## src/rtl/keypad_time_entry.sv

```systemverilog
// Keypad digit entry for an oven timer: shifts BCD digits into a 4-digit MM:SS buffer.
// Optional key debouncing is enabled by defining KEYPAD_DEBOUNCE_EN.
module keypad_time_entry #(
    parameter int DEBOUNCE_CYCLES = 4
) (
    input  logic        clk,
    input  logic        reset,
    input  logic [3:0]  bcd_in,
    input  logic        valid_in,
    input  logic        load_en,
    input  logic        clear,
    input  logic        start,
    output logic [15:0] digits,
    output logic [2:0]  digit_count,
    output logic        key_strobe,
    output logic        time_ready,
    output logic        entry_error
);

    if (DEBOUNCE_CYCLES < 1) begin : g_bad_debounce
        $error("DEBOUNCE_CYCLES must be at least 1");
    end

    typedef enum logic [1:0] {
        IDLE         = 2'd0,
        PRESS_WAIT   = 2'd1,
        PRESSED      = 2'd2,
        RELEASE_WAIT = 2'd3
    } state_t;

    state_t     state;
    state_t     state_next;
    logic       key_valid;
    logic       accept;
    logic [3:0] accept_code;

    // Codes above 9 are not digits and behave exactly like no key pressed.
    assign key_valid = valid_in && (bcd_in <= 4'd9);

`ifdef KEYPAD_DEBOUNCE_EN
    localparam int CW = $clog2(DEBOUNCE_CYCLES + 1);

    logic [CW-1:0] cnt;
    logic [CW-1:0] cnt_next;
    logic [3:0]    code_q;
    logic [3:0]    code_next;

    assign accept_code = (state == IDLE) ? bcd_in : code_q;

    always_comb begin
        state_next = state;
        cnt_next   = cnt;
        code_next  = code_q;
        accept     = 1'b0;
        case (state)
            IDLE: begin
                if (key_valid) begin
                    code_next = bcd_in;
                    if (DEBOUNCE_CYCLES <= 1) begin
                        accept     = 1'b1;
                        state_next = PRESSED;
                        cnt_next   = '0;
                    end else begin
                        state_next = PRESS_WAIT;
                        cnt_next   = CW'(1);
                    end
                end
            end
            PRESS_WAIT: begin
                // cnt holds the number of stable samples already seen.
                if (key_valid && (bcd_in == code_q)) begin
                    if (int'(cnt) + 1 >= DEBOUNCE_CYCLES) begin
                        accept     = 1'b1;
                        state_next = PRESSED;
                        cnt_next   = '0;
                    end else begin
                        cnt_next = cnt + CW'(1);
                    end
                end else begin
                    state_next = IDLE;
                    cnt_next   = '0;
                end
            end
            PRESSED: begin
                if (!key_valid) begin
                    if (DEBOUNCE_CYCLES <= 1) begin
                        state_next = IDLE;
                        cnt_next   = '0;
                    end else begin
                        state_next = RELEASE_WAIT;
                        cnt_next   = CW'(1);
                    end
                end
            end
            RELEASE_WAIT: begin
                if (key_valid) begin
                    state_next = PRESSED;
                    cnt_next   = '0;
                end else if (int'(cnt) + 1 >= DEBOUNCE_CYCLES) begin
                    state_next = IDLE;
                    cnt_next   = '0;
                end else begin
                    cnt_next = cnt + CW'(1);
                end
            end
            default: begin
                state_next = IDLE;
                cnt_next   = '0;
            end
        endcase
    end

    always_ff @(posedge clk) begin
        if (reset) begin
            cnt    <= '0;
            code_q <= 4'd0;
        end else begin
            cnt    <= cnt_next;
            code_q <= code_next;
        end
    end
`else
    assign accept_code = bcd_in;

    always_comb begin
        state_next = state;
        accept     = 1'b0;
        case (state)
            IDLE: begin
                if (key_valid) begin
                    accept     = 1'b1;
                    state_next = PRESSED;
                end
            end
            PRESSED: begin
                if (!key_valid) state_next = IDLE;
            end
            default: state_next = IDLE;
        endcase
    end
`endif

    always_ff @(posedge clk) begin
        if (reset) state <= IDLE;
        else       state <= state_next;
    end

    // Buffer and pulses: clear beats start beats digit accept; the FSM advances regardless.
    always_ff @(posedge clk) begin
        if (reset) begin
            digits      <= 16'h0000;
            digit_count <= 3'd0;
            key_strobe  <= 1'b0;
            time_ready  <= 1'b0;
            entry_error <= 1'b0;
        end else begin
            key_strobe  <= 1'b0;
            time_ready  <= 1'b0;
            entry_error <= 1'b0;
            if (clear) begin
                digits      <= 16'h0000;
                digit_count <= 3'd0;
            end else if (start) begin
                if (digit_count != 3'd0) begin
                    if (digits[7:4] > 4'd5) entry_error <= 1'b1;
                    else                    time_ready  <= 1'b1;
                end
            end else if (accept && load_en && (digit_count < 3'd4)) begin
                digits      <= {digits[11:0], accept_code};
                digit_count <= digit_count + 3'd1;
                key_strobe  <= 1'b1;
            end
        end
    end

endmodule

```

## config.mk

```make
export PLATFORM = sky130hd
export DESIGN_NAME = keypad_time_entry
export DESIGN_NICKNAME = d
export VERILOG_FILES = /design/src/rtl/keypad_time_entry.sv
export SDC_FILE = /design/constraint.sdc
export NUM_CORES = 1
export LEC_CHECK = 0
export ABC_CLOCK_PERIOD_IN_PS = 1890
export BUFFER_PORTS_ARGS = -buffer_cell sky130_fd_sc_hd__buf_4
export CAP_MARGIN = 20
export CELL_PAD_IN_SITES_DETAIL_PLACEMENT = 0
export CELL_PAD_IN_SITES_GLOBAL_PLACEMENT = 1
export CORE_ASPECT_RATIO = 0.5
export CORE_MARGIN = 8
export CORE_UTILIZATION = 38
export DETAILED_ROUTE_END_ITERATION = 8
export GPL_ROUTABILITY_DRIVEN = 0
export PLACE_DENSITY = 0.74
export SYNTH_ARGS = -nofsm -noshare
export SYNTH_HDL_FRONTEND = slang
export SYNTH_SLANG_ARGS = --single-unit
```

## constraint.sdc

```tcl
create_clock -name clk -period 1.89 [get_ports clk]
set_input_delay 0.567 -clock clk [delete_from_list [all_inputs] [get_ports clk]]
set_output_delay 0.567 -clock clk [all_outputs]
set_load 0.005 [all_outputs]
```

# --- Word level (Yosys, flattened, before mapping) ---
# Index checks and enable logic that the tools add are counted.
classes:
  add_sub_neg: 1
  multipliers: 0
  div: 0
  n_lt_le_gt_ge: 3
  eq_ne: 3
  shifts: 0
  muxes: 8
  bitwise: 2
  reduce_logical: 10
ops:
  columns: ["op", "count"]
  rows:
  - ["$mux W1", 5]
  - ["$gt A4 B3 Y1 const B", 1]
  - ["$le A4 B4 Y1 const B", 1]
  - ["$mux W2", 2]
  - ["$ne A2 B2 Y1 const B", 2]
  - ["$pmux W2 S2", 1]
  - ["$reduce_and A2 Y1", 2]
  - ["$reduce_or A4 Y1", 1]
  - ["$add A3 B1 Y3 const B", 1]
  - ["$logic_and A1 B1 Y1", 3]
  - ["$lt A3 B3 Y1 const B", 1]
  - ["$reduce_bool A3 Y1", 1]
  - ["$reduce_or A3 Y1", 1]
  - ["$eq A2 B2 Y1 const B", 1]
  - ["$logic_not A2 Y1", 1]
  - ["$not A1 Y1", 2]
  - ["$reduce_or A2 Y1", 1]
word_totals:
  reg_bits: 24
  latch_bits: 0
  ram_bits: 0
  rom_bits: 0
  input_bits: 10
  n_memories: 0

# --- Longest topological paths before layout ---
# Gate-level depths: netlist of the first run.
logic_depth:
  ltp_word: 7
  depth_mapped: 6
  mapped_depth_nobuf: 5

# --- Least setup slack after synthesis of the first run ---
# No wires, ideal clock.
synth_path:
  path_kind: "input-to-reg"
  startpoint: "in bcd_in[1]"
  endpoint: "reg digit_count[0]"
  arrival_time_ns: 1.645
  required_time_ns: 1.769
  slack_ns: 0.123
  stages: 6
  n_path_buf: 1
  path_cell_list: "o21ai_0 > and2_1 > ha_1 > and4bb_2 > buf_6 > mux2_4"
synth_via:
  elab_chain_cells: 7
synth_lines:
  columns: ["item", "line_no", "source"]
  rows:
  - ["from (decl)", "8", "input logic [3:0] bcd_in,"]
  - ["$le A4 B4 Y1", "38", "assign key_valid = valid_in && (bcd_in <= 4'd9);"]
  - ["$logic_and A1 B1 Y1", "38", null]
  - ["$mux W1", "130", "if (key_valid) begin"]
  - ["$mux W1", "128", "case (state)"]
  - ["$logic_and A1 B1 Y1 (2 in series)", "168", "end else if (accept && load_en && (digit_count < 3'd4)) begin"]
  - ["$reduce_and A2 Y1 (no line)", null, null]
  - ["to (signal assigned)", "170", "digit_count <= digit_count + 3'd1;"]
  - ["to (decl)", "14", "output logic [2:0] digit_count,"]
# No other way between the ends.
# A chain may end at the register's enable or synchronous reset.

# --- Worst setup path in the final report of the first run ---
layout_path:
  startpoint: "in bcd_in[1]"
  endpoint: "reg digits[3]"
layout_via:
  elab_chain_cells: 7
layout_lines:
  columns: ["item", "line_no", "source"]
  rows:
  - ["$le A4 B4 Y1", "38", null]
  - ["$logic_and A1 B1 Y1", "38", null]
  - ["$mux W1", "130", null]
  - ["$mux W1", "128", null]
  - ["$logic_and A1 B1 Y1 (2 in series)", "168", null]
  - ["$reduce_and A2 Y1 (no line)", null, null]
  - ["to (signal assigned)", "169", "digits <= {digits[11:0], accept_code};"]
  - ["to (decl)", "13", "output logic [15:0] digits,"]
# No other way between the ends.

==> results of run 1 <==
==> per-stage QoR <==
stage          setup WS [ns]  hold WS (ns)  TNS, ns
5_1_grt                0.126         0.583        0
3_5_place_dp         -0.0535         0.509   -0.115
4_1_cts                0.236         0.527        0
2_1_floorplan          0.123         0.479        0
3_3_place_gp         -0.0293         0.496  -0.0293
6_report               0.251         0.525        0
==> path summary, 6_finish.rpt <==
path / start / end / slack (ns)
worst max-delay path: bcd_in[1] / digits[3] / 0.25
worst min-delay path: state[1] / state[1] / 0.53
worst max register to register: state[1] / digits[3] / 0.57
worst min register to register: state[1] / state[1] / 0.53
==> sequential cells by signal (all words and copies together) (netlist names) <==
| name | cells |
|---|---|
| entry_error | 1 |
| state | 1 |
| digits | 16 |
| time_ready | 1 |
| key_strobe | 1 |
| digit_count | 3 |
==> routing by layer <==
layer | global-route usage | wire, um | vias to the layer above
met5 | 0 | 0 | -
met4 | 0.0483 | 29 | 0
met3 | 0.0485 | 159 | 4
met2 | 0.155 | 994 | 20
met1 | 0.110 | 1040 | 354
li1 | - | - | 391
==> area by class of cell <==
cell class | instances | area, um2 | share of cell area
Timing Repair Buffer | 34 | 255 | 0.189
Clock buffer | 4 | 45.0 | 0.0334
Sequential cell | 23 | 460 | 0.341
Tap cell | 37 | 46.3 | 0.0343
Inverter | 3 | 11.3 | 0.00835
Multi-Input combinational cell | 59 | 531 | 0.393
==> worst min-delay path: cells and delay by family (launching register included) <==
kind	cells	cell delay, ns
simple gates	1	0.07
xor+xnor	1	0.07
flops	1	0.36
==> cell usage in the layout, fill, tap and decap left out, drive strengths merged <==
cell type  count
buf           34
dfxtp         23
or3b          20
mux2i         16
nor3b          4
clkbuf         4
inv            3
ha             3
nor2           2
nor3           2
mux2           2
o21ai          1
and2           1
and4bb         1
a22o           1
nand4bb        1
nor2b          1
a21oi          1
and4b          1
nor4bb         1
xor2           1
==> cell families (layout without fill, tap and decap cells) <==
logic type                 count (synthesis)  count (layout)
muxes                                     18              18
xor gates and xnor gates                   1               1
DFF                                       23              23
adders and majority gates                  3               3
buffers and inverters                     10              41
AOI/OAI and AO/OA                          3               3
and+or+nand+nor                           34              34
==> power by group through the flow <==
stage,clock network (mW),registers [mW],logic [mW]
after floorplan,0,0.513,0.0773
after global placement,0,0.514,0.101
after detailed placement,0,0.514,0.101
after CTS,0.316,0.503,0.101
after global routing,0.342,0.505,0.114
final,0.303,0.503,0.0988
==> impl_metrics.toml, run 1 <==
[run_status]
status = "finished clean"

[final_layout]
fillCellCount = 262
drive_gt1_frac = 0.366
insertedDiodeCount = 0
fin_area_um2 = 1350
instances_no_fill = 160
nNetsFinal = 137
finalCoreUtilization = 0.512
syn_to_final_growth_pct = 25.5

[critical_path]
worst-setup-path-type = "primary input to flop"
path_max_fanout = 6
cp_top_family = "simple AND/OR/NAND/NOR gates"
timing.critical_path.cells = "buf_4 > o21ai_0 > and2_1 > ha_1 > and4bb_2 > buf_4 > mux2i_1"
cp.arrival_ns = 1.83
cpMostUsedCell = "sky130_fd_sc_hd__buf_4"
worst-r2r-cell-count = 5
worstSetupEndpointType = "flop"
worst_setup_start_kind = "primary input"
timing.critical_path.slowest_stage_cell = "sky130_fd_sc_hd__and4bb_2"
critical_path.max_stage_delay_ns = 0.31
cp_data_required_time_ns = 2.08
crit_cells = 7
critical_path.n_buffers_inverters = 2

[synth]
synth_sequential_area_ratio = 0.428
synth.distinct_cells = 23
post_synth_main_area_contributors = "sky130_fd_sc_hd__dfxtp_1, sky130_fd_sc_hd__mux2i_1, sky130_fd_sc_hd__or3b_1, sky130_fd_sc_hd__buf_6, sky130_fd_sc_hd__or3b_2"
post_synth_edffs = 0
synthMostInstantiatedCell = "sky130_fd_sc_hd__dfxtp_1"
synth_compound_area_frac = 0.0175
synthSimpleGateAreaFrac = 0.260
synth_common_cells = "sky130_fd_sc_hd__dfxtp_1, sky130_fd_sc_hd__mux2i_1, sky130_fd_sc_hd__or3b_1"
synth_area_per_inst_um2 = 11.7
dominant_combinational_cell_family_by_area_after_synthesis = "simple AND/OR/NAND/NOR gates"
ys.warnings.count = 0
synth.net_count = 105
muxShareOfSynthArea = 0.173
synth-async-reset-ratio = 0
synthesis.area_um2 = 1070
synth-seq-cells = 23
synth-adder-area-share = 0.0349
yosys_most_used_dff = "sky130_fd_sc_hd__dfxtp_1"
cells_after_synth = 92
synth_top_area_frac = 0.428
yosys.area_share.xor_xnor = 0.00815
synth_top_cell_by_area = "sky130_fd_sc_hd__dfxtp_1"

[place]
post-place-cells = 156
detailed_place.area_um2 = 1300
dp_hpwl_um = 1610
buffer_ports.inserted = 31

[timing]
maxSlewViolCount = 0
finalSetupViolCount = 0
final.min_clock_period_ns = 1.64
timing.final.crit_share = 0.867
maxSlewHeadroom = 0.842
max_clock_freq_mhz = 610
worst_pin_slew_ns = 0.237
grt_setup_unrepaired = "false"
final.setup_skew_ns = 0.00289
timing_hold_violations_final = 0

[power]
total_internal_power_mw = 0.697
total_leakage_power_nw = 0.590
switching_component_of_the_power_mw = 0.208
peakVddDrop_uv = 312
comb_power_share = 0.109
seqPwrFrac = 0.556
p_clk_frac = 0.335
fin_total_pwr_mw = 0.905
power_density_normalized_to_cell_area_nw_per_um2 = 671
netSwitchingFraction = 0.230

[clock_network]
number_of_buffers_added_for_setup_after_cts = 0
cts_max_path_buffers = 2
clock_transition_time_at_the_flip_flop_clock_pins_of_the_worst_setup_and_hold_paths_ns = 0.08
tritoncts = "built"
cts_buf_count = 3
cts_htree_levels = 1
ctsHoldBuffers = 0
cts.repair.resized = 0
numClockSinks = 23
buffer_cell_driving_the_clock_tree_root = "sky130_fd_sc_hd__clkbuf_8"
worstSkewPairLatency_ns = 0.26

[floorplanning]
die_w_um = 91.2
design.core.area_um2 = 2640
initial_utilization = 0.408
rows = 13
floorplan.die.height_um = 53.6
ios = 32
dieArea_um2 = 4890

[min_path]
min_path_type = "flop to flop"
cell_depth_of_the_worst_hold_path = 2

[grt]
globalRouteOverflowTotal = 0
grt.total_usage = 0.0974
initial_antenna_violation_count = 0
grt_max_degree = 29
number_of_global_route_vias_before_repair = 747
grt_pass1_wl_um = 3730

[detailed_routing]
via_count = 769
drc = 0
drt-vias-per-instance = 4.81
wl_per_cell_um = 13.9
route.final.wire_length_um = 2220
antenna_left = 0
drt_pass1_iterations = 3
first_iter_violations = 23

[flow_run]
number_of_max_cap_violations = 0
Power figures use the tool's default switching activity.
==> run 2: changes to the inputs <==
--- a/config.mk
+++ b/config.mk
@@ -15,6 +15,7 @@
 export CORE_UTILIZATION = 38
 export DETAILED_ROUTE_END_ITERATION = 8
 export GPL_ROUTABILITY_DRIVEN = 0
+export GPL_TIMING_DRIVEN = 0
 export PLACE_DENSITY = 0.74
 export SYNTH_ARGS = -nofsm -noshare
 export SYNTH_HDL_FRONTEND = slang
==> impl_metrics.toml, run 2 (synthesis results as in run 1) <==
[final_layout]
largest_register = "digits"
layout.cells.most_common_list = "sky130_fd_sc_hd__buf_4, sky130_fd_sc_hd__dfxtp_1, sky130_fd_sc_hd__mux2i_1, sky130_fd_sc_hd__or3b_1, sky130_fd_sc_hd__buf_6"
syn_to_final_growth_pct = 29.5
top_regs = "digits (16), digit_count (3)"
insertedDiodeCount = 0
fillCellCount = 251
largest_reg_flops = 16
drive_gt1_frac = 0.381
instances_no_fill = 163
most_common_library_cell_in_the_layout_ignoring_fill_and_taps = "sky130_fd_sc_hd__buf_4"
nNetsFinal = 140

[clock_network]
cts_htree_levels = 1
cts_max_path_buffers = 2
cts.repair.resized = 0
buffer_cell_driving_the_clock_tree_root = "sky130_fd_sc_hd__clkbuf_8"
clock_transition_time_at_the_flip_flop_clock_pins_of_the_worst_setup_and_hold_paths_ns = 0.08
number_of_buffers_added_for_setup_after_cts = 0
tritoncts = "built"
ctsHoldBuffers = 0
worstSkewPairLatency_ns = 0.27
numClockSinks = 23
cts_buf_count = 3

[timing]
timing_hold_violations_final = 0
final.setup_skew_ns = 0.00222
maxSlewViolCount = 0
max_clock_freq_mhz = 593
worst_case_hold_slack_ns = 0.535
maxSlewHeadroom = 0.814
final.min_clock_period_ns = 1.69
worst_pin_slew_ns = 0.279
grt_setup_unrepaired = "false"
finalSetupViolCount = 0
timing.final.crit_share = 0.892

[critical_path]
worstSetupEndpointType = "flop"
cp.arrival_ns = 1.85
worst-setup-path-type = "primary input to flop"
path_max_fanout = 10
cp_data_required_time_ns = 2.05
slack_of_the_worst_reg_to_reg_path_ns = 0.48
worst_setup_start_kind = "primary input"

[floorplanning]
floorplan.die.height_um = 53.6
dieArea_um2 = 4890
ios = 32
initial_utilization = 0.408
rows = 13
design.core.area_um2 = 2640
die_w_um = 91.2

[detailed_routing]
drt_pass1_iterations = 4
antenna_left = 0
drc = 0
via_count = 777
wl_per_cell_um = 14.5
drt-vias-per-instance = 4.77
route.final.wire_length_um = 2370
first_iter_violations = 15

[place]
post-place-cells = 159
dp_hpwl_um = 1780
buffer_ports.inserted = 30

[grt]
grt_max_degree = 13
grt_pass1_wl_um = 3830
number_of_global_route_vias_before_repair = 830
globalRouteOverflowTotal = 0
grt.total_usage = 0.102
initial_antenna_violation_count = 0

[power]
power_density_normalized_to_cell_area_nw_per_um2 = 661
total_leakage_power_nw = 0.609
peakVddDrop_uv = 346

[run_status]
status = "finished clean"

[min_path]
min_path_type = "flop to flop"

[flow_run]
number_of_max_cap_violations = 0
run 2: cell types whose count changed in the layout (fill, tap and decap cells not counted):
cell and delta:
sky130_fd_sc_hd__buf_6 +6, sky130_fd_sc_hd__buf_4 -4, sky130_fd_sc_hd__buf_2 +1
run 2: layout make-up:
cell class	count	area [um2]	share of cell area
Multi-Input combinational cell	59	531	0.381
Sequential cell	23	460	0.331
Timing Repair Buffer	30	225	0.162
Buffer	7	72.6	0.0522
Tap cell	37	46.3	0.0333
Clock buffer	4	45.0	0.0324
Inverter	3	11.3	0.00809
run 2: worst paths after layout:
| check | start | to | depth (start not counted) |
|---|---|---|---|
| max | bcd_in[1] | digit_count[0] | 7 |
| min | state[1] | state[1] | 2 |
| max reg2reg | state[1] | digit_count[0] | 5 |
| min reg2reg | state[1] | state[1] | 2 |
run 2: critical path, cell delays in order:
cell	delay, ns
sky130_fd_sc_hd__buf_4	0.11
sky130_fd_sc_hd__o21ai_0	0.13
sky130_fd_sc_hd__and2_1	0.14
sky130_fd_sc_hd__ha_1	0.15
sky130_fd_sc_hd__and4bb_2	0.26
sky130_fd_sc_hd__buf_6	0.18
sky130_fd_sc_hd__mux2_4	0.31
run 2: where the power goes:
group          leakage (nW)  internal (mW)  switching [mW]  total, mW
logic                 0.401         0.0580          0.0526      0.111
clock network        0.0228          0.151           0.155      0.306
registers             0.186          0.496         0.00739      0.503
run 2: through the flow:
stage	TNS, ns	cell area, um2	total power [mW]	util	worst slack, ns
after detailed placement	-0.0932	1350	0.627	0.511	-0.0932
final	0	1390	0.919	0.528	0.205
after floorplan	0	1070	0.590	-	0.123
after CTS	0	1390	0.940	0.528	0.198
after global placement	-0.0959	1350	0.625	0.511	-0.0959
after global routing	0	1390	0.973	0.528	0.116
run 2: routing by layer:
layer | wire (um) | global-route usage | vias to the layer above
met2 | 1070 | 0.155 | 19
met1 | 1110 | 0.122 | 353
met3 | 146 | 0.0443 | 6
met5 | 0 | 0 | -
met4 | 37 | 0.0563 | 0
li1 | - | - | 399
==> run 3: changes to the inputs <==
--- a/config.mk
+++ b/config.mk
@@ -5,6 +5,7 @@
 export SDC_FILE = /design/constraint.sdc
 export NUM_CORES = 1
 export LEC_CHECK = 0
+export ABC_AREA = 1
 export ABC_CLOCK_PERIOD_IN_PS = 1890
 export BUFFER_PORTS_ARGS = -buffer_cell sky130_fd_sc_hd__buf_4
 export CAP_MARGIN = 20
@@ -12,7 +13,7 @@
 export CELL_PAD_IN_SITES_GLOBAL_PLACEMENT = 1
 export CORE_ASPECT_RATIO = 0.5
 export CORE_MARGIN = 8
-export CORE_UTILIZATION = 38
+export CORE_UTILIZATION = 34
 export DETAILED_ROUTE_END_ITERATION = 8
 export GPL_ROUTABILITY_DRIVEN = 0
 export GPL_TIMING_DRIVEN = 0
==> impl_metrics.toml, run 3 <==
[clock_network]
buffer_cell_driving_the_clock_tree_root = "sky130_fd_sc_hd__clkbuf_8"
cts_max_path_buffers = 2
numClockSinks = 23
cts.repair.resized = 0
clock_transition_time_at_the_flip_flop_clock_pins_of_the_worst_setup_and_hold_paths_ns = 0.08
cts_htree_levels = 1
worstSkewPairLatency_ns = 0.27
ctsHoldBuffers = 0
cts_buf_count = 3
tritoncts = "built"
number_of_buffers_added_for_setup_after_cts = 0

[detailed_routing]
via_count = 953
drt_pass1_iterations = 4
first_iter_violations = 17
wl_per_cell_um = 11.7
drc = 0
antenna_left = 0
route.final.wire_length_um = 2600
drt-vias-per-instance = 4.29

[final_layout]
insertedDiodeCount = 0
regArea_um2 = 460
combined_area_of_the_multi_input_logic_cells_um2 = 432
fillCellCount = 310
most_common_library_cell_in_the_layout_ignoring_fill_and_taps = "sky130_fd_sc_hd__buf_4"
syn_to_final_growth_pct = 31.2
nNetsFinal = 196
layout.cells.most_common_list = "sky130_fd_sc_hd__buf_4, sky130_fd_sc_hd__inv_1, sky130_fd_sc_hd__nand2_1, sky130_fd_sc_hd__dfxtp_1, sky130_fd_sc_hd__nor2_1"
largest_reg_flops = 16
top_regs = "digits (16), digit_count (3)"
largest_register = "digits"
instances_no_fill = 222
drive_gt1_frac = 0.253

[timing]
layout_setup_ws_ns = 0.302
finalSetupViolCount = 0
maxSlewViolCount = 0
final.setup_skew_ns = 0.00276
timing.final.crit_share = 0.840
max_clock_freq_mhz = 630
final.min_clock_period_ns = 1.59
timing_hold_violations_final = 0
worst_pin_slew_ns = 0.320
maxSlewHeadroom = 0.786
setup_tns_ns = 0
grt_setup_unrepaired = "false"

[synth]
yosys_most_used_dff = "sky130_fd_sc_hd__dfxtp_1"
ys.warnings.count = 0
synth-async-reset-ratio = 0
synth.net_count = 160
synth_top_area_frac = 0.436
dominant_combinational_cell_family_by_area_after_synthesis = "simple AND/OR/NAND/NOR gates"
synthSimpleGateAreaFrac = 0.268
synthesis.area_um2 = 1060
synth_top_cell_by_area = "sky130_fd_sc_hd__dfxtp_1"
synth-seq-cells = 23
muxShareOfSynthArea = 0
post_synth_main_area_contributors = "sky130_fd_sc_hd__dfxtp_1, sky130_fd_sc_hd__a21oi_1, sky130_fd_sc_hd__nand3_1, sky130_fd_sc_hd__inv_1, sky130_fd_sc_hd__nand2_1"
post_synth_edffs = 0
synth_area_per_inst_um2 = 7.18
synth_compound_area_frac = 0.0972
synth_common_cells = "sky130_fd_sc_hd__dfxtp_1, sky130_fd_sc_hd__inv_1, sky130_fd_sc_hd__nand2_1"
synth.distinct_cells = 15
cells_after_synth = 147
yosys.area_share.xor_xnor = 0.00829
synth-adder-area-share = 0.0355
synth_sequential_area_ratio = 0.436

[critical_path]
worstSetupEndpointType = "flop"
cp.arrival_ns = 1.79
worst_setup_start_kind = "primary input"
slack_of_the_worst_reg_to_reg_path_ns = 0.58
cp_data_required_time_ns = 2.10
path_max_fanout = 10
worst-setup-path-type = "primary input to flop"

[power]
fin_total_pwr_mw = 1.00
peakVddDrop_uv = 270
total_internal_power_mw = 0.732
netSwitchingFraction = 0.271
total_leakage_power_nw = 0.624
seqPwrFrac = 0.514
power_density_normalized_to_cell_area_nw_per_um2 = 725
p_clk_frac = 0.310
switching_component_of_the_power_mw = 0.273
comb_power_share = 0.177

[grt]
grt.total_usage = 0.101
initial_antenna_violation_count = 0
number_of_global_route_vias_before_repair = 921
grt_max_degree = 14
grt_pass1_wl_um = 4280
globalRouteOverflowTotal = 0

[floorplanning]
ios = 32
dieArea_um2 = 5250
rows = 14
initial_utilization = 0.355
floorplan.die.height_um = 55.4
design.core.area_um2 = 2980
die_w_um = 94.8

[min_path]
min_path_type = "primary input to flop"

[place]
dp_hpwl_um = 1870
post-place-cells = 218
post-place-ws_ns = 0.00697
buffer_ports.inserted = 31

[flow_run]
number_of_max_cap_violations = 0

[run_status]
status = "finished clean"
run 3: cell types whose count changed after synthesis, sizes merged, moves of 2 or more:
cell   previous run  this run
nor3b             4         0
mux2              2         0
mux2i            16         0
nand3             0        19
or3b             20         0
a21oi             1        19
nor3              2         0
nand2             0        23
nor2              2        23
buf               7        10
inv               3        23
run 3: kinds of logic (layout without fill, tap and decap cells):
family / after synthesis / after routing
AOI/OAI and AO/OA: 20 / 20
xor gates and xnor gates: 1 / 1
adders and majority gates: 3 / 3
buffers and inverters: 33 / 68
DFF: 23 / 23
and+or+nand+nor: 67 / 67
run 3: power groups by stage:
stage | sequential, mW | combinational (mW) | clock [mW]
floorplan | 0.526 | 0.121 | 0
global placement | 0.527 | 0.178 | 0
detailed placement | 0.528 | 0.178 | 0
CTS | 0.516 | 0.179 | 0.322
global route | 0.519 | 0.201 | 0.340
finish | 0.516 | 0.177 | 0.311
run 3: final cells by class:
cell class                      count  share of cell area
Tap cell                           40              0.0361
Buffer                             10              0.0560
Sequential cell                    23               0.332
Clock inverter                      1             0.00361
Clock buffer                        3              0.0298
Timing Repair Buffer               31               0.168
Inverter                           23              0.0623
Multi-Input combinational cell     91               0.312
run 3: worst paths after layout:
check | startpoint | cells after the start | endpoint
setup / recovery | bcd_in[2] | 11 | digits[1]
setup reg to reg | state[1] | 8 | digits[11]
hold reg to reg | digits[14] | 2 | digits[14]
hold / removal | reset | 2 | state[1]
run 3: per-stage QoR:
step,utilization,cell area (um2),hold slack [ns]
after floorplan,-,1060,0.475
after global placement,0.450,1340,0.466
after detailed placement,0.450,1340,0.474
after CTS,0.465,1390,0.452
after global routing,0.465,1390,0.455
final,0.465,1390,0.457
run 3: routing by layer:
layer  up-vias  share of wire  GRT usage
met1       405           0.52      0.123
met2        19           0.41      0.159
met5         -              0          0
li1        527              -          -
met3         2          0.059     0.0390
met4         0          0.010     0.0330
run 3: worst max-delay path, stage by stage:
cell and delay [ns]:
sky130_fd_sc_hd__buf_4 0.11, sky130_fd_sc_hd__inv_1 0.06, sky130_fd_sc_hd__nand2_1 0.05, sky130_fd_sc_hd__a21boi_0 0.16, sky130_fd_sc_hd__ha_1 0.18, sky130_fd_sc_hd__nand2_1 0.05, sky130_fd_sc_hd__inv_1 0.05, sky130_fd_sc_hd__buf_2 0.23
sky130_fd_sc_hd__buf_6 0.17, sky130_fd_sc_hd__a21oi_1 0.06, sky130_fd_sc_hd__nor2_1 0.10
